`src/rtl/ex_div_ctrl.sv`:
```
// Multi-cycle RV32M divide/remainder sequencer for the execute stage.
// Restoring divider, one quotient bit per cycle, with pipeline hold and flush.
module ex_div_ctrl #(
    parameter int DATA_W = 32
) (
    input  logic              clk,
    input  logic              rst_n,
    input  logic              start_i,
    input  logic [2:0]        op_i,
    input  logic [DATA_W-1:0] dividend_i,
    input  logic [DATA_W-1:0] divisor_i,
    input  logic [4:0]        rd_addr_i,
    input  logic              flush_i,
    output logic              busy_o,
    output logic              hold_o,
    output logic              ready_o,
    output logic [DATA_W-1:0] result_o,
    output logic [4:0]        rd_addr_o,
    output logic              rd_wr_en_o
);

    typedef enum logic [1:0] {
        S_IDLE,
        S_CALC,
        S_DONE
    } state_t;

    localparam int CW = (DATA_W > 1) ? $clog2(DATA_W) : 1;
    localparam logic [DATA_W-1:0] MIN_NEG = {1'b1, {(DATA_W-1){1'b0}}};
    localparam logic [CW-1:0] LAST_CNT = CW'(DATA_W - 1);

    state_t state_q, state_d;

    logic              sel_rem_q, sel_rem_d;
    logic [4:0]        rd_q, rd_d;
    logic [DATA_W-1:0] dvd_q, dvd_d;
    logic [DATA_W-1:0] dsr_q, dsr_d;
    logic [DATA_W-1:0] rem_q, rem_d;
    logic [CW-1:0]     cnt_q, cnt_d;
    logic              neg_quo_q, neg_quo_d;
    logic              neg_rem_q, neg_rem_d;
    logic [DATA_W-1:0] res_q, res_d;
    logic [4:0]        rd_out_q, rd_out_d;

    logic              start_ok;
    logic              is_signed;
    logic              a_neg;
    logic              b_neg;
    logic [DATA_W-1:0] a_abs;
    logic [DATA_W-1:0] b_abs;
    logic              div_zero;
    logic              ovf;
    logic [DATA_W:0]   shifted;
    logic [DATA_W:0]   diff;
    logic [DATA_W-1:0] quo_fix;
    logic [DATA_W-1:0] rem_fix;
    logic [DATA_W-1:0] result_c;

    // Only func3[2]=1 encodes a divide; anything else is not ours to accept.
    assign start_ok  = start_i & op_i[2] & ~flush_i;
    assign is_signed = ~op_i[0];
    assign a_neg     = is_signed & dividend_i[DATA_W-1];
    assign b_neg     = is_signed & divisor_i[DATA_W-1];
    assign a_abs     = a_neg ? -dividend_i : dividend_i;
    assign b_abs     = b_neg ? -divisor_i : divisor_i;
    assign div_zero  = (divisor_i == '0);
    assign ovf       = is_signed & (dividend_i == MIN_NEG)
                     & (divisor_i == '1);

    // One extra bit keeps the partial remainder from wrapping on big divisors.
    assign shifted  = {rem_q, dvd_q[DATA_W-1]};
    assign diff     = shifted - {1'b0, dsr_q};

    assign quo_fix  = neg_quo_q ? -dvd_q : dvd_q;
    assign rem_fix  = neg_rem_q ? -rem_q : rem_q;
    assign result_c = sel_rem_q ? rem_fix : quo_fix;

    assign busy_o     = (state_q != S_IDLE);
    assign rd_wr_en_o = ready_o;
    assign result_o   = ready_o ? result_c : res_q;
    assign rd_addr_o  = ready_o ? rd_q : rd_out_q;

    always_comb begin
        state_d   = state_q;
        sel_rem_d = sel_rem_q;
        rd_d      = rd_q;
        dvd_d     = dvd_q;
        dsr_d     = dsr_q;
        rem_d     = rem_q;
        cnt_d     = cnt_q;
        neg_quo_d = neg_quo_q;
        neg_rem_d = neg_rem_q;
        res_d     = res_q;
        rd_out_d  = rd_out_q;
        hold_o    = 1'b0;
        ready_o   = 1'b0;

        unique case (state_q)
            S_IDLE: begin
                hold_o = start_ok;
                if (start_ok) begin
                    sel_rem_d = op_i[1];
                    rd_d      = rd_addr_i;
                    dvd_d     = a_abs;
                    dsr_d     = b_abs;
                    rem_d     = '0;
                    cnt_d     = '0;
                    neg_quo_d = a_neg ^ b_neg;
                    neg_rem_d = a_neg;
                    state_d   = S_CALC;
                    // Architectural corner results bypass the iteration.
                    if (div_zero) begin
                        dvd_d     = '1;
                        rem_d     = dividend_i;
                        neg_quo_d = 1'b0;
                        neg_rem_d = 1'b0;
                        state_d   = S_DONE;
                    end else if (ovf) begin
                        dvd_d     = MIN_NEG;
                        rem_d     = '0;
                        neg_quo_d = 1'b0;
                        neg_rem_d = 1'b0;
                        state_d   = S_DONE;
                    end
                end
            end
            S_CALC: begin
                hold_o = ~flush_i;
                if (!diff[DATA_W]) begin
                    rem_d = diff[DATA_W-1:0];
                    dvd_d = {dvd_q[DATA_W-2:0], 1'b1};
                end else begin
                    rem_d = shifted[DATA_W-1:0];
                    dvd_d = {dvd_q[DATA_W-2:0], 1'b0};
                end
                cnt_d = cnt_q + CW'(1);
                if (cnt_q == LAST_CNT) begin
                    state_d = S_DONE;
                end
            end
            S_DONE: begin
                ready_o = ~flush_i;
                if (!flush_i) begin
                    res_d    = result_c;
                    rd_out_d = rd_q;
                end
                state_d = S_IDLE;
            end
            default: begin
                state_d = S_IDLE;
            end
        endcase

        if (flush_i) begin
            state_d = S_IDLE;
        end
    end

    always_ff @(posedge clk) begin
        if (!rst_n) begin
            state_q   <= S_IDLE;
            sel_rem_q <= 1'b0;
            rd_q      <= '0;
            dvd_q     <= '0;
            dsr_q     <= '0;
            rem_q     <= '0;
            cnt_q     <= '0;
            neg_quo_q <= 1'b0;
            neg_rem_q <= 1'b0;
            res_q     <= '0;
            rd_out_q  <= '0;
        end else begin
            state_q   <= state_d;
            sel_rem_q <= sel_rem_d;
            rd_q      <= rd_d;
            dvd_q     <= dvd_d;
            dsr_q     <= dsr_d;
            rem_q     <= rem_d;
            cnt_q     <= cnt_d;
            neg_quo_q <= neg_quo_d;
            neg_rem_q <= neg_rem_d;
            res_q     <= res_d;
            rd_out_q  <= rd_out_d;
        end
    end

endmodule

```
`config.mk`:
```
export PLATFORM = sky130hd
export DESIGN_NAME = ex_div_ctrl
export DESIGN_NICKNAME = d
export VERILOG_FILES = /design/src/rtl/ex_div_ctrl.sv
export SDC_FILE = /design/constraint.sdc
export NUM_CORES = 1
export LEC_CHECK = 0
export BUFFER_PORTS_ARGS = -buffer_cell sky130_fd_sc_hd__buf_2
export CAP_MARGIN = 20
export CORE_ASPECT_RATIO = 1.25
export CORE_MARGIN = 10
export CORE_UTILIZATION = 30
export DETAILED_ROUTE_END_ITERATION = 8
export GPL_TIMING_DRIVEN = 1
export HOLD_SLACK_MARGIN = 0.02
export PLACE_DENSITY = 0.47
export REMOVE_ABC_BUFFERS = 1
export SYNTH_ARGS = -nofsm -noshare
export SYNTH_HDL_FRONTEND = slang
export SYNTH_SLANG_ARGS = --single-unit
```
`constraint.sdc`:
```
create_clock -name clk -period 3.4 [get_ports clk]
set_clock_uncertainty 0.05 [all_clocks]
set_input_delay 0.17 -clock clk [delete_from_list [all_inputs] [get_ports clk]]
set_output_delay 0.17 -clock clk [all_outputs]
set_load 0.05 [all_outputs]
```
=== After elaboration in Yosys (flattened, before gate mapping) ===
Cells that the tools add are included.

* Flip-flop bits (word level): 148
* Bits of input ports: 76
* Output and inout port bits: 41
* Logic and storage cells: 72

* $add $sub $neg: 6
* Equal/unequal tests: 7
* Muxes and demuxes: 29
* Bitwise operators: 10
* Reduce and logical (&&, ||, !) cells: 9

{| class="wikitable"
|+ Operator list
! operator !! count
|-
| two-way mux 32 bit || 12
|-
| negation 32 bit || 4
|-
| case mux 32 bit (2 select lines) || 2
|-
| == test 32 bit (second input constant) || 2
|-
| subtractor 33 x 32 -> 33 bit || 1
|-
| zero test 32 bit || 1
|-
| two-way mux 5 bit || 2
|-
| case mux 5 bit (2 select lines) || 1
|-
| two-way mux 2 bit || 4
|-
| AND reduction 2 bit || 4
|-
| AND 1 bit || 6
|-
| two-way mux 1 bit || 6
|-
| adder 5 x 1 -> 5 bit (second input constant) || 1
|-
| == test 5 bit (second input constant) || 1
|-
| != test 2 bit (second input constant) || 2
|-
| case mux 2 bit (2 select lines) || 1
|-
| nonzero test 2 bit || 2
|-
| inverter 1 bit || 3
|-
| == test 2 x 1 -> 1 bit (second input constant) || 1
|-
| == test 2 bit (second input constant) || 1
|-
| zero test 2 bit || 1
|-
| case mux 1 bit (2 select lines) || 1
|-
| OR reduction 2 bit || 1
|-
| bitwise XOR 1 bit || 1
|}

=== Longest topological paths before layout ===
Gate-level depths: netlist of the first run.

* Depth in word-level cells: 7
* Mapped depth: 13
* Mapped depth without buffers: 12

=== Worst setup path before layout of the first run ===
Ideal clock, no wire load.

* Path kind: flip-flop to output port
* Start: register rem_q[16]
* End: output result_o[28]
* Arrival time: 3.550 ns
* Data required time: 3.180 ns
* Slack: -0.370 ns
* Cell stages (with the launch flop): 10
* Buffers on the path: 1
* Path through: dfxtp_1 -> or3_4 -> or4_4 -> or4_4 -> or4_1 -> buf_2 -> o41ai_1 -> xnor2_1 -> mux2i_1 -> a21oi_1

* Longest elaborated chain between the ends: 4

{| class="wikitable"
|+ RTL lines
! element !! line !! RTL
|-
| start: declaration || 38 || <nowiki>logic [DATA_W-1:0] rem_q, rem_d;</nowiki>
|-
| start signal: assignment || 178 || <nowiki>rem_q <= rem_d;</nowiki>
|-
| negation 32 bit || 75 || <nowiki>assign rem_fix = neg_rem_q ? -rem_q : rem_q;</nowiki>
|-
| two-way mux 32 bit || 75 ||
|-
| two-way mux 32 bit || 76 || <nowiki>assign result_c = sel_rem_q ? rem_fix : quo_fix;</nowiki>
|-
| two-way mux 32 bit || 80 || <nowiki>assign result_o = ready_o ? result_c : res_q;</nowiki>
|-
| end: declaration || 17 || <nowiki>output logic [DATA_W-1:0] result_o,</nowiki>
|}

No other way between the ends.

=== Worst setup path after layout of the first run ===
Ends and elaborated chain as after synthesis.

==> implementation parameters, run 1 <==
Parameter                              Value

Drt
  Met3 WL    approximately 1500 um
  Iteration count of the initial detailed-routing pass    5
  Length of routed met2 wiring    19100 um
  Overall via count from detail_route    between 10000 and 15000
  Post-route ant nets    0
  Drt via density    5.22
  Highest metal layer used by the detailed router    met5
  Final wirelength    slightly below 40000 um
  Wire length the detailed router placed on met1    ~17000 um
  Wire length per cell    roughly 19 um
  First DRT Iteration DRCs    531
  Number of DRC violations after detailed routing    0

Layout
  Fraction of final layout cells with drive strength greater than 1    between 10% and 20%
  Area Overhead vs Synth    24.5%
  Non-Filler Instances    2100
  Share of the core filled with cells    between 30% and 40%
  Leading cell types in the layout, fill and taps excluded    sky130_fd_sc_hd__nand2_1, sky130_fd_sc_hd__dfxtp_1, sky130_fd_sc_hd__a21oi_1
  Cell area after layout    between 10000 and 15000 um2
  Commonest non-fill, non-tap cell in the layout    sky130_fd_sc_hd__nand2_1
  Final Net Count    approximately 1700

Floorplan
  Chip Width    approximately 190 um
  Overall die height    roughly 230 um
  Initial standard-cell utilization of the core    30.5%
  Std cell rows    slightly below 80
  Area of the core    between 30000 and 40000 um2
  Count of pins on the block boundary    ~120
  Die area    ~44000 um2

Power and ir drop
  Power density cells    around 400 nW/um2
  Switching share of power    33.3%
  VDD IR-drop max    approximately 0.37 mV
  Register share of total power    between 30% and 40%
  Net switching power    approximately 1.8 mW
  Power Internal    approximately 3.6 mW
  Share of power burned in combinational logic    32.2%
  Total design power    around 5.4 mW
  Cell leakage power    between 5 and 6 nW
  Clock network fraction of design power    about a third

Worst setup path
  Cell Chain, Critical Path    or3_4 > or4_4 > or4_4 > or4_4 > o41ai_2 > xnor2_1 > mux2i_1 > a21oi_2 > buf_12
  Cell repeated most along the worst path    sky130_fd_sc_hd__or4_4
  Max FO, Critical Path    3
  Top Family by Delay on Critical Path    simple AND/OR/NAND/NOR gates
  Type of element capturing the critical path    output pin
  Required time of the critical path    3180 ps
  Endpoint arrival time on the critical path    ~3500 ps
  Worst setup SP type    flop
  Critical path launch point    rem_q[16]
  Classification of the worst setup path    flop to output pin
  Cell type of the slowest stage on the worst timing path    sky130_fd_sc_hd__or4_4
  Startpoint of the most critical register-to-register path    dvd_q[31]
  Crit-path max cell delay    about 470 ps
  Count of buffering cells on the critical path with inverters included    1

Global route
  Largest net degree at the start of global routing    between 70 and 80
  Number of global-route vias before repair    between 10000 and 15000
  Global routing usage summed across all routing layers    roughly 17%
  Grt ovf    0
  First-pass GRT wire length    around 61000 um
  Initial antenna violation count    3

Place
  RD Place Congestion    0.880
  Quantity of I/O buffers inserted on ports    around 120
  Number of cells in the design after placement    between 2000 and 2500
  DP Wirelength    just over 30000 um
  Placement Cell Area    approximately 12000 um2
  Post-Place Worst Slack    -14.3 ps

Timing
  Maximum clock rate    between 200 and 300 MHz
  Count of endpoints failing setup in the final report    8
  Pin slew with the least headroom to its limit    about 1100 ps
  Hold violation count in the final report    0
  Final WS setup    -311 ps
  Worst hold margin    about 45 ps
  Worst max-slew margin expressed relative to the limit    about 28%
  Shortest period the worst path allows    about 3700 ps
  Unrepaired setup endpoints after global routing    true
  Total count of max-transition violations in the final report    0
  Summed negative setup slack over all endpoints    -1820 ps
  Period utilization    109%

Clock tree
  Clock latency at the later pin of the worst-skew pair    about 440 ps
  H-tree levels    4
  Number of sinks driven by the clock tree    between 100 and 150
  Number of CTS-inserted buffers    17
  Buffer depth of the longest clock path    2
  Root buffer selected by CTS    sky130_fd_sc_hd__clkbuf_16
  Clk slew on worst S/H paths    60 ps
  Clock tree from TritonCTS    yes

Synth
  Count of state elements after synthesis    between 100 and 150
  Proportion of synthesized chip area in sequential cells    a little over a quarter
  Post-synth EDFFs    0
  Biggest area contributors in the synthesized netlist    sky130_fd_sc_hd__dfxtp_1, sky130_fd_sc_hd__nand2_1, sky130_fd_sc_hd__xnor2_1
  Number of different library cells in the post-synthesis netlist    69
  Dominant synthesized flop cell    sky130_fd_sc_hd__dfxtp_1
  Post-Syn Area    around 11000 um2
  Share of flip-flops with an asynchronous set or reset after synthesis    0%
  Top cell type by total area after synthesis    sky130_fd_sc_hd__dfxtp_1
  Share of the synthesized area in the top cell type    a little over a quarter
  Yosys warning count    0
  Syn avg cell area    around 7.5 um2
  Gate count of the mapped netlist    1452

Worst hold path
  Class of the tightest hold or removal check    primary input to flop
  Hold wc startpoint    divisor_i[28]

Flow run
  Reported max-cap violation count    0

Run status
  Violations in the final reports    negative setup slack
  Run status    complete, but fails checks
[worst register-to-register path: stages, from the launching register on]
cell and delay (ps):
sky130_fd_sc_hd__dfxtp_1 330, sky130_fd_sc_hd__inv_1 70, sky130_fd_sc_hd__ha_1 230, sky130_fd_sc_hd__fa_1 380, sky130_fd_sc_hd__nand2b_1 180, sky130_fd_sc_hd__a21oi_2 150, sky130_fd_sc_hd__o21ai_1 100, sky130_fd_sc_hd__a211o_1 350
sky130_fd_sc_hd__a21o_1 210, sky130_fd_sc_hd__a311oi_2 300, sky130_fd_sc_hd__nand2_2 120, sky130_fd_sc_hd__buf_4 170, sky130_fd_sc_hd__clkbuf_16 180, sky130_fd_sc_hd__mux2i_1 180, sky130_fd_sc_hd__o22ai_1 90
[sequential cells by signal, indices dropped and copies added, names as in the netlist]
signal	flops
cnt_q	5
dsr_q	32
dvd_q	32
neg_quo_q	1
neg_rem_q	1
rd_out_q	5
rd_q	5
rem_q	32
res_q	32
sel_rem_q	1
state_q	2
[layer usage]
metal	vias to the layer above	track usage [%]
met5	-	0
met4	2	8.17
met3	58	2.75
met2	245	29.6
met1	5101	20.9
li1	5554	-
[synth_stat cells, drive strengths merged, types with 13 or more instances]
cell / count
and3: 23
o22ai: 19
o41ai: 17
o21ai: 94
ha: 39
mux2i: 28
inv: 53
clkbuf: 74
nor3: 43
xor2: 68
o221ai: 24
or4: 13
xnor2: 73
a211oi: 39
buf: 15
nand3: 27
and2: 32
a21oi: 120
nand2b: 15
nand4: 15
or3: 27
o211ai: 23
o31ai: 32
dfxtp: 148
nand2: 183
nor2: 112
[power by group through the flow]
| stage | Sequential (mW) | Clock, mW | Combinational, mW |
|---|---|---|---|
| after floorplan | 1.90 | 0 | 1.02 |
| after global routing | 1.88 | 1.89 | 1.91 |
| after global placement | 1.90 | 0 | 1.60 |
| after detailed placement | 1.91 | 0 | 1.61 |
| after CTS | 1.87 | 1.85 | 1.67 |
| final | 1.87 | 1.79 | 1.74 |
[what timing repair did]
action	CTS	global route
gates cloned	0	1
setup endpoints to repair	16	49
buffers inserted	4	4
pin swaps	11	12
hold endpoints to repair	17	0
hold buffers	16	0
resized for setup	37	33
[path summary, 6_finish.rpt]
check	endpoint	slack, ps	depth (start not counted)
max	result_o[28]	-310	9
min	dsr_q[28]	50	3
max reg2reg	rem_q[12]	140	14
min reg2reg	rd_q[3]	410	2
[logic make-up after synthesis]
family / after synthesis / synth area share, %
compound gates: 425 / 25.5
xor+xnor: 141 / 11.4
fa+ha+maj: 40 / 4.68
buf+inv: 143 / 5.02
flops: 148 / 27.3
mux: 31 / 2.90
simple gates: 524 / 23.2
[cell type report]
type | count | area [um2]
Multi-Input combinational cell | 1161 | 7550
Fill cell | 3694 | 22000
Tap cell | 474 | 593
Sequential cell | 148 | 2970
Timing Repair Buffer | 230 | 1640
Clock inverter | 8 | 51.3
Antenna cell | 2 | 5.00
Inverter | 54 | 203
Clock buffer | 23 | 498
No activity file was read; power rests on OpenSTA's default activity.
==> run 2: changes to the inputs <==
--- a/config.mk
+++ b/config.mk
@@ -13,7 +13,7 @@
 export DETAILED_ROUTE_END_ITERATION = 8
 export GPL_TIMING_DRIVEN = 1
 export HOLD_SLACK_MARGIN = 0.02
-export PLACE_DENSITY = 0.47
+export PLACE_DENSITY_LB_ADDON = 0.08
 export REMOVE_ABC_BUFFERS = 1
 export SYNTH_ARGS = -nofsm -noshare
 export SYNTH_HDL_FRONTEND = slang
==> run 2 against run 1 <==
Flip-flop and latch count unchanged. First-iteration DRC count decreased by 7.7%. Global-route usage increased by 0.18 points. Worst hold slack got worse by 5.7 ps. Critical endpoint is now result_o[26]. Die area unchanged. The flow still finishes with violations (negative setup slack). Register-to-register slack about the same. Final cell count about the same. Critical path depth increased by 1. Power increased by 6.9%. Count of clock-buffer cells in the layout decreased by 2. Design area increased by 1.1%. Highest routed layer unchanged. Critical path type unchanged. Via count decreased by 0.87%.
==> implementation parameters, run 2 (synthesis results as in run 1) <==
Parameter                              Value

Worst setup path
  Required time of the critical path    3180 ps (about the same)
  Crit-path max cell delay    450 ps (was 470 ps)
  Slack of the worst reg-to-reg path    140 ps (about the same)
  Depth of the worst register-to-register path    11 (was 14)
  Cell type of the slowest stage on the worst timing path    sky130_fd_sc_hd__or4_4 (unchanged)
  Endpoint arrival time on the critical path    3450 ps (was 3490 ps)
  Critical path launch point    rem_q[16] (unchanged)
  End point of the critical path    result_o[26] (was result_o[28])
  CP Depth    10 (was 9)
  Startpoint of the most critical register-to-register path    rem_q[8] (was dvd_q[31])
  Cell repeated most along the worst path    sky130_fd_sc_hd__or4_4 (unchanged)
  Count of buffering cells on the critical path with inverters included    2 (was 1)
  Cell Chain, Critical Path    or3_4 > or4_4 > or4_4 > or4_4 > buf_4 > o21ai_2 > xor2_1 > nor2_1 > a211o_1 > buf_6 (was or3_4 > or4_4 > or4_4 > or4_4 > o41ai_2 > xnor2_1 > mux2i_1 > a21oi_2 > buf_12)
  Endpoint of the worst register-to-register path    rem_q[14] (was rem_q[12])
  Top Family by Delay on Critical Path    simple AND/OR/NAND/NOR gates (unchanged)
  Type of element capturing the critical path    output pin (unchanged)
  Worst setup SP type    flop (unchanged)
  Classification of the worst setup path    flop to output pin (unchanged)
  Max FO, Critical Path    4 (was 3)

Power and ir drop
  Total design power    5.78 mW (was 5.40 mW)
  Clock network fraction of design power    37.6% (was 33.2%)
  Power density cells    423 nW/um2 (was 400 nW/um2)
  Power Internal    3.99 mW (was 3.60 mW)
  Cell leakage power    5.50 nW (was 5.44 nW)
  Register share of total power    32.4% (was 34.7%)
  Share of power burned in combinational logic    30.0% (was 32.2%)
  VDD IR-drop max    0.347 mV (was 0.370 mV)
  Switching share of power    31.0% (was 33.3%)
  Net switching power    1.79 mW (was 1.80 mW)

Place
  RD Place Congestion    0.829 (was 0.880)
  Quantity of I/O buffers inserted on ports    116 (unchanged)
  Placement Cell Area    12500 um2 (about the same)
  DP Wirelength    30600 um (was 30400 um)
  Number of cells in the design after placement    2048 (was 2042)

Layout
  Commonest non-fill, non-tap cell in the layout    sky130_fd_sc_hd__nand2_1 (unchanged)
  Final Net Count    1730 (was 1728)
  Cell area after layout    13700 um2 (was 13500 um2)
  Number of fillers in the final layout    3776 (was 3694)
  Leading cell types in the layout, fill and taps excluded    sky130_fd_sc_hd__nand2_1, sky130_fd_sc_hd__dfxtp_1, sky130_fd_sc_hd__a21oi_1 (unchanged)
  Fraction of final layout cells with drive strength greater than 1    18.4% (was 18.3%)
  Non-Filler Instances    2101 (was 2100)
  Area Overhead vs Synth    25.9% (was 24.5%)

Timing
  Shortest period the worst path allows    3670 ps (was 3710 ps)
  Worst max-slew margin expressed relative to the limit    26.2% (was 27.7%)
  Maximum clock rate    273 MHz (was 269 MHz)
  Count of endpoints failing setup in the final report    6 (was 8)
  Total count of max-transition violations in the final report    0 (unchanged)
  Summed negative setup slack over all endpoints    -1500 ps (was -1820 ps)
  Hold violation count in the final report    0 (unchanged)
  Final WS setup    -266 ps (was -311 ps)
  Pin slew with the least headroom to its limit    1110 ps (was 1080 ps)
  Unrepaired setup endpoints after global routing    true (unchanged)
  Period utilization    108% (was 109%)

Drt
  First DRT Iteration DRCs    490 (was 531)
  Iteration count of the initial detailed-routing pass    5 (unchanged)
  Final wirelength    39700 um (was 39300 um)
  Overall via count from detail_route    10900 (was 11000)
  Number of DRC violations after detailed routing    0 (unchanged)
  Wire length per cell    18.9 um (was 18.7 um)
  Drt via density    5.17 (was 5.22)
  Post-route ant nets    0 (unchanged)

Floorplan
  Overall die height    233 um (unchanged)
  Chip Width    190 um (unchanged)
  Area of the core    35600 um2 (unchanged)
  Count of pins on the block boundary    117 (unchanged)
  Initial standard-cell utilization of the core    30.5% (unchanged)
  Die area    44200 um2 (unchanged)
  Std cell rows    77 (unchanged)

Global route
  Number of global-route vias before repair    10800 (about the same)
  First-pass GRT wire length    61500 um (was 61000 um)
  Largest net degree at the start of global routing    73 (unchanged)
  Grt ovf    0 (unchanged)
  Initial antenna violation count    3 (unchanged)
  Global routing usage summed across all routing layers    17.6% (was 17.4%)

Clock tree
  Number of CTS-inserted buffers    17 (unchanged)
  Clock tree from TritonCTS    yes (unchanged)
  Number of sinks driven by the clock tree    148 (unchanged)
  Buffer depth of the longest clock path    2 (unchanged)
  Root buffer selected by CTS    sky130_fd_sc_hd__clkbuf_16 (unchanged)
  Clk slew on worst S/H paths    60 ps (about the same)
  H-tree levels    4 (unchanged)
  Clock latency at the later pin of the worst-skew pair    440 ps (about the same)

Worst hold path
  Instance count along the most critical hold path    3 (unchanged)
  Class of the tightest hold or removal check    primary input to flop (unchanged)

Run status
  Violations in the final reports    negative setup slack (unchanged)
  Run status    complete, but fails checks (unchanged)

Flow run
  Reported max-cap violation count    0 (unchanged)
run 2: cell type report:
cell class	count	area [um2]	area share (%)
Multi-Input combinational cell	1161	7570	55.4
Sequential cell	148	2960	21.7
Timing Repair Buffer	232	1660	12.2
Tap cell	474	593	4.34
Clock buffer	21	460	3.37
Clock inverter	10	203	1.48
Inverter	54	203	1.48
Antenna cell	1	2.50	0.0183
run 2: layer usage:
| metal | share of wire [%] | track usage [%] | vias up |
|---|---|---|---|
| met3 | 2.8 | 2.53 | 32 |
| met4 | 1.6 | 5.12 | 4 |
| met2 | 50 | 31.0 | 155 |
| li1 | - | - | 5572 |
| met1 | 46 | 21.6 | 5102 |
| met5 | 0.081 | 0 | - |
run 2: worst min-delay path by stage:
stage,from,to,slack [ps]
2_1_floorplan,flush_i,state_q[0],200
3_3_place_gp,rd_addr_i[2],rd_q[2],370
3_5_place_dp,rd_addr_i[2],rd_q[2],370
4_1_cts,divisor_i[24],dsr_q[24],20
5_1_grt,dividend_i[31],rem_q[31],50
6_report,dividend_i[26],rem_q[26],40
run 2: power by group through the flow:
| stage | sequential, mW | combinational [mW] | clock [mW] |
|---|---|---|---|
| 6_report | 1.87 | 1.73 | 2.17 |
| 5_1_grt | 1.88 | 1.90 | 2.29 |
| 4_1_cts | 1.87 | 1.63 | 2.23 |
| 3_5_place_dp | 1.91 | 1.59 | 0 |
| 3_3_place_gp | 1.90 | 1.59 | 0 |
| 2_1_floorplan | 1.90 | 1.02 | 0 |
run 2: timing repair:
| action | in CTS | in global routing |
|---|---|---|
| resized for setup | 32 | 36 |
| pin swaps | 13 | 9 |
| setup endpoints to repair | 16 | 50 |
| hold buffers | 17 | 0 |
| hold endpoints to repair | 18 | 0 |
| buffers inserted | 0 | 1 |
| gates cloned | 0 | 2 |
run 2: worst register-to-register path: stages, from the launching register on:
cell,delay [ps]
sky130_fd_sc_hd__dfxtp_1,530
sky130_fd_sc_hd__ha_1,360
sky130_fd_sc_hd__a21oi_1,230
sky130_fd_sc_hd__o21bai_1,120
sky130_fd_sc_hd__a2111oi_1,470
sky130_fd_sc_hd__buf_4,220
sky130_fd_sc_hd__a211oi_1,80
sky130_fd_sc_hd__a311oi_2,310
sky130_fd_sc_hd__nand2_2,210
sky130_fd_sc_hd__buf_12,200
sky130_fd_sc_hd__mux2i_1,110
sky130_fd_sc_hd__a221oi_1,280
run 2: stage by stage:
step           hold WS (ps)  setup slack (ps)  utilization [%]
3_3_place_gp            366             -16.0             35.1
4_1_cts                20.5              -323             37.8
2_1_floorplan           199             -2730                -
6_report               39.6              -266             38.4
5_1_grt                48.8              -420             38.4
3_5_place_dp            367             -15.6             35.1
==> run 3: changes to the inputs <==
--- a/config.mk
+++ b/config.mk
@@ -10,6 +10,7 @@
 export CORE_ASPECT_RATIO = 1.25
 export CORE_MARGIN = 10
 export CORE_UTILIZATION = 30
+export CTS_CLUSTER_DIAMETER = 60
 export DETAILED_ROUTE_END_ITERATION = 8
 export GPL_TIMING_DRIVEN = 1
 export HOLD_SLACK_MARGIN = 0.02
==> constraint.sdc (replaced) <==
create_clock -name clk -period 3.4 [get_ports clk]
set_clock_uncertainty 0.05 [all_clocks]
set_input_delay 0.17 -clock clk [delete_from_list [all_inputs] [get_ports clk]]
set_output_delay 0.17 -clock clk [all_outputs]
set_load 0.01 [all_outputs]
==> run 3 against run 2 <==
Design area down 1.4%. Largest power group unchanged. The flow still finishes with violations (negative setup slack). Flip-flop and latch count unchanged. Critical path type unchanged. Sequential power about the same. Die area stayed put. Largest cell class unchanged. Maximum frequency down 1.1%.
==> implementation parameters, run 3 (synthesis results as in run 1) <==
Parameter                              Value

Run status
  Run status    complete, but fails checks (unchanged)
  Violations in the final reports    negative setup slack (unchanged)

Place
  Quantity of I/O buffers inserted on ports    116 (unchanged)
  Number of cells in the design after placement    2036 (was 2048)
  RD Place Congestion    0.823 (was 0.829)
  DP Wirelength    30500 um (was 30600 um)

Worst setup path
  Worst setup SP type    flop (unchanged)
  Endpoint arrival time on the critical path    3490 ps (was 3450 ps)
  Cell Chain, Critical Path    or3_4 > or4_4 > or4_4 > or4_4 > buf_6 > o41ai_4 > xor2_1 > o221ai_2 > buf_2 (was or3_4 > or4_4 > or4_4 > or4_4 > buf_4 > o21ai_2 > xor2_1 > nor2_1 > a211o_1 > buf_6)
  Classification of the worst setup path    flop to output pin (unchanged)
  Type of element capturing the critical path    output pin (unchanged)
  Max FO, Critical Path    4 (unchanged)
  Cell type of the slowest stage on the worst timing path    sky130_fd_sc_hd__or4_4 (unchanged)
  Crit-path max cell delay    480 ps (was 450 ps)
  Cell repeated most along the worst path    sky130_fd_sc_hd__or4_4 (unchanged)
  Required time of the critical path    3180 ps (about the same)

Timing
  Hold violation count in the final report    0 (unchanged)
  Final WS setup    -306 ps (was -266 ps)
  Count of endpoints failing setup in the final report    8 (was 6)
  Maximum clock rate    270 MHz (was 273 MHz)
  Shortest period the worst path allows    3710 ps (was 3670 ps)
  Unrepaired setup endpoints after global routing    true (unchanged)
  Pin slew with the least headroom to its limit    1090 ps (was 1110 ps)
  Worst max-slew margin expressed relative to the limit    27.4% (was 26.2%)
  Period utilization    109% (was 108%)
  Total count of max-transition violations in the final report    0 (unchanged)

Drt
  Number of DRC violations after detailed routing    0 (unchanged)
  Final wirelength    39600 um (was 39700 um)
  Post-route ant nets    0 (unchanged)
  Drt via density    5.18 (was 5.17)
  Overall via count from detail_route    10900 (about the same)
  Wire length per cell    18.9 um (about the same)
  Iteration count of the initial detailed-routing pass    5 (unchanged)
  First DRT Iteration DRCs    644 (was 490)

Layout
  Fraction of final layout cells with drive strength greater than 1    18.3% (was 18.4%)
  Commonest non-fill, non-tap cell in the layout    sky130_fd_sc_hd__nand2_1 (unchanged)
  Area Overhead vs Synth    24.1% (was 25.9%)
  Final Net Count    1728 (was 1730)
  Number of fillers in the final layout    3805 (was 3776)
  Non-Filler Instances    2100 (was 2101)
  Share of the core filled with cells    37.9% (was 38.4%)
  Leading cell types in the layout, fill and taps excluded    sky130_fd_sc_hd__nand2_1, sky130_fd_sc_hd__dfxtp_1, sky130_fd_sc_hd__a21oi_1 (unchanged)

Clock tree
  Clock tree from TritonCTS    yes (unchanged)
  H-tree levels    4 (unchanged)
  Buffer depth of the longest clock path    2 (unchanged)
  Clk slew on worst S/H paths    60 ps (about the same)
  Number of sinks driven by the clock tree    148 (unchanged)
  Root buffer selected by CTS    sky130_fd_sc_hd__clkbuf_16 (unchanged)
  Clock latency at the later pin of the worst-skew pair    440 ps (about the same)
  Number of CTS-inserted buffers    17 (unchanged)

Floorplan
  Overall die height    233 um (unchanged)
  Die area    44200 um2 (unchanged)
  Chip Width    190 um (unchanged)
  Area of the core    35600 um2 (unchanged)
  Std cell rows    77 (unchanged)
  Initial standard-cell utilization of the core    30.5% (unchanged)
  Count of pins on the block boundary    117 (unchanged)

Power and ir drop
  Power density cells    410 nW/um2 (was 423 nW/um2)
  VDD IR-drop max    0.380 mV (was 0.347 mV)
  Cell leakage power    5.44 nW (was 5.50 nW)

Global route
  Initial antenna violation count    2 (was 3)
  Number of global-route vias before repair    10700 (was 10800)
  Global routing usage summed across all routing layers    17.6% (about the same)
  Grt ovf    0 (unchanged)
  Largest net degree at the start of global routing    73 (unchanged)
  First-pass GRT wire length    61800 um (was 61500 um)

Flow run
  Reported max-cap violation count    0 (unchanged)

Worst hold path
  Class of the tightest hold or removal check    primary input to flop (unchanged)
==> run 3: final timing paths <==
kind,slack (ps),startpoint,endpoint,cells after the start
setup reg to reg,110,dvd_q[6],res_q[24],14
hold reg to reg,410,rd_q[1],rd_q[1],2
setup / recovery,-310,rem_q[16],result_o[31],9
hold / removal,40,divisor_i[2],dsr_q[2],4
==> run 3: metrics by stage <==
stage	cell area [um2]	total power, mW	setup TNS [ps]	hold WS, ps	worst slack (ps)
finish	13500	5.51	-1490	41.7	-306
global route	13500	5.81	-2600	43.4	-393
CTS	13300	5.54	-1740	24.2	-295
detailed placement	12400	3.47	0	356	19.6
global placement	12400	3.47	0	351	61.1
floorplan	10500	2.92	-150470	199	-2730
==> run 3: area by class of cell <==
class / count / area (um2) / share of cell area (%)
multi-input cells: 1161 / 7550 / 56.1
repair buffers: 230 / 1540 / 11.4
well taps: 474 / 593 / 4.41
flip-flops and latches: 148 / 2970 / 22.0
clock buffers: 20 / 447 / 3.32
diodes: 1 / 2.50 / 0.0186
clock inverters: 12 / 156 / 1.16
inverters: 54 / 203 / 1.51
==> run 3: critical path: cells and delay by family, from the launching register on <==
family,cells,cell delay (ps)
XOR/XNOR,1,210
buffers and inverters,2,330
flip-flops,1,320
AO/OA/AOI/OAI,2,440
AND/OR/NAND/NOR,4,1760
==> run 3: repair_timing <==
action | 4_1_cts | 5_1_grt
pin swaps | 14 | 13
gates resized for setup | 24 | 26
setup endpoints to repair | 11 | 50
hold buffers | 19 | 0
endpoints found under the hold margin | 20 | 0
buffers inserted | 10 | 2
==> run 3: routing by layer <==
metal | track usage, % | share of wire [%] | vias up | wire length [um]
li1 | - | - | 5560 | -
met1 | 22.0 | 46 | 5083 | 18100
met2 | 30.6 | 49 | 206 | 19500
met3 | 2.78 | 3.4 | 27 | 1340
met4 | 4.62 | 1.5 | 2 | 609
met5 | 0 | 0.033 | - | 13
==> run 3: power breakdown <==
part	leakage [nW]	internal [mW]	switching (mW)	total, mW
clock	0.282	1.17	0.801	1.97
sequential	1.20	1.80	0.0760	1.87
combinational	3.95	0.732	0.932	1.66
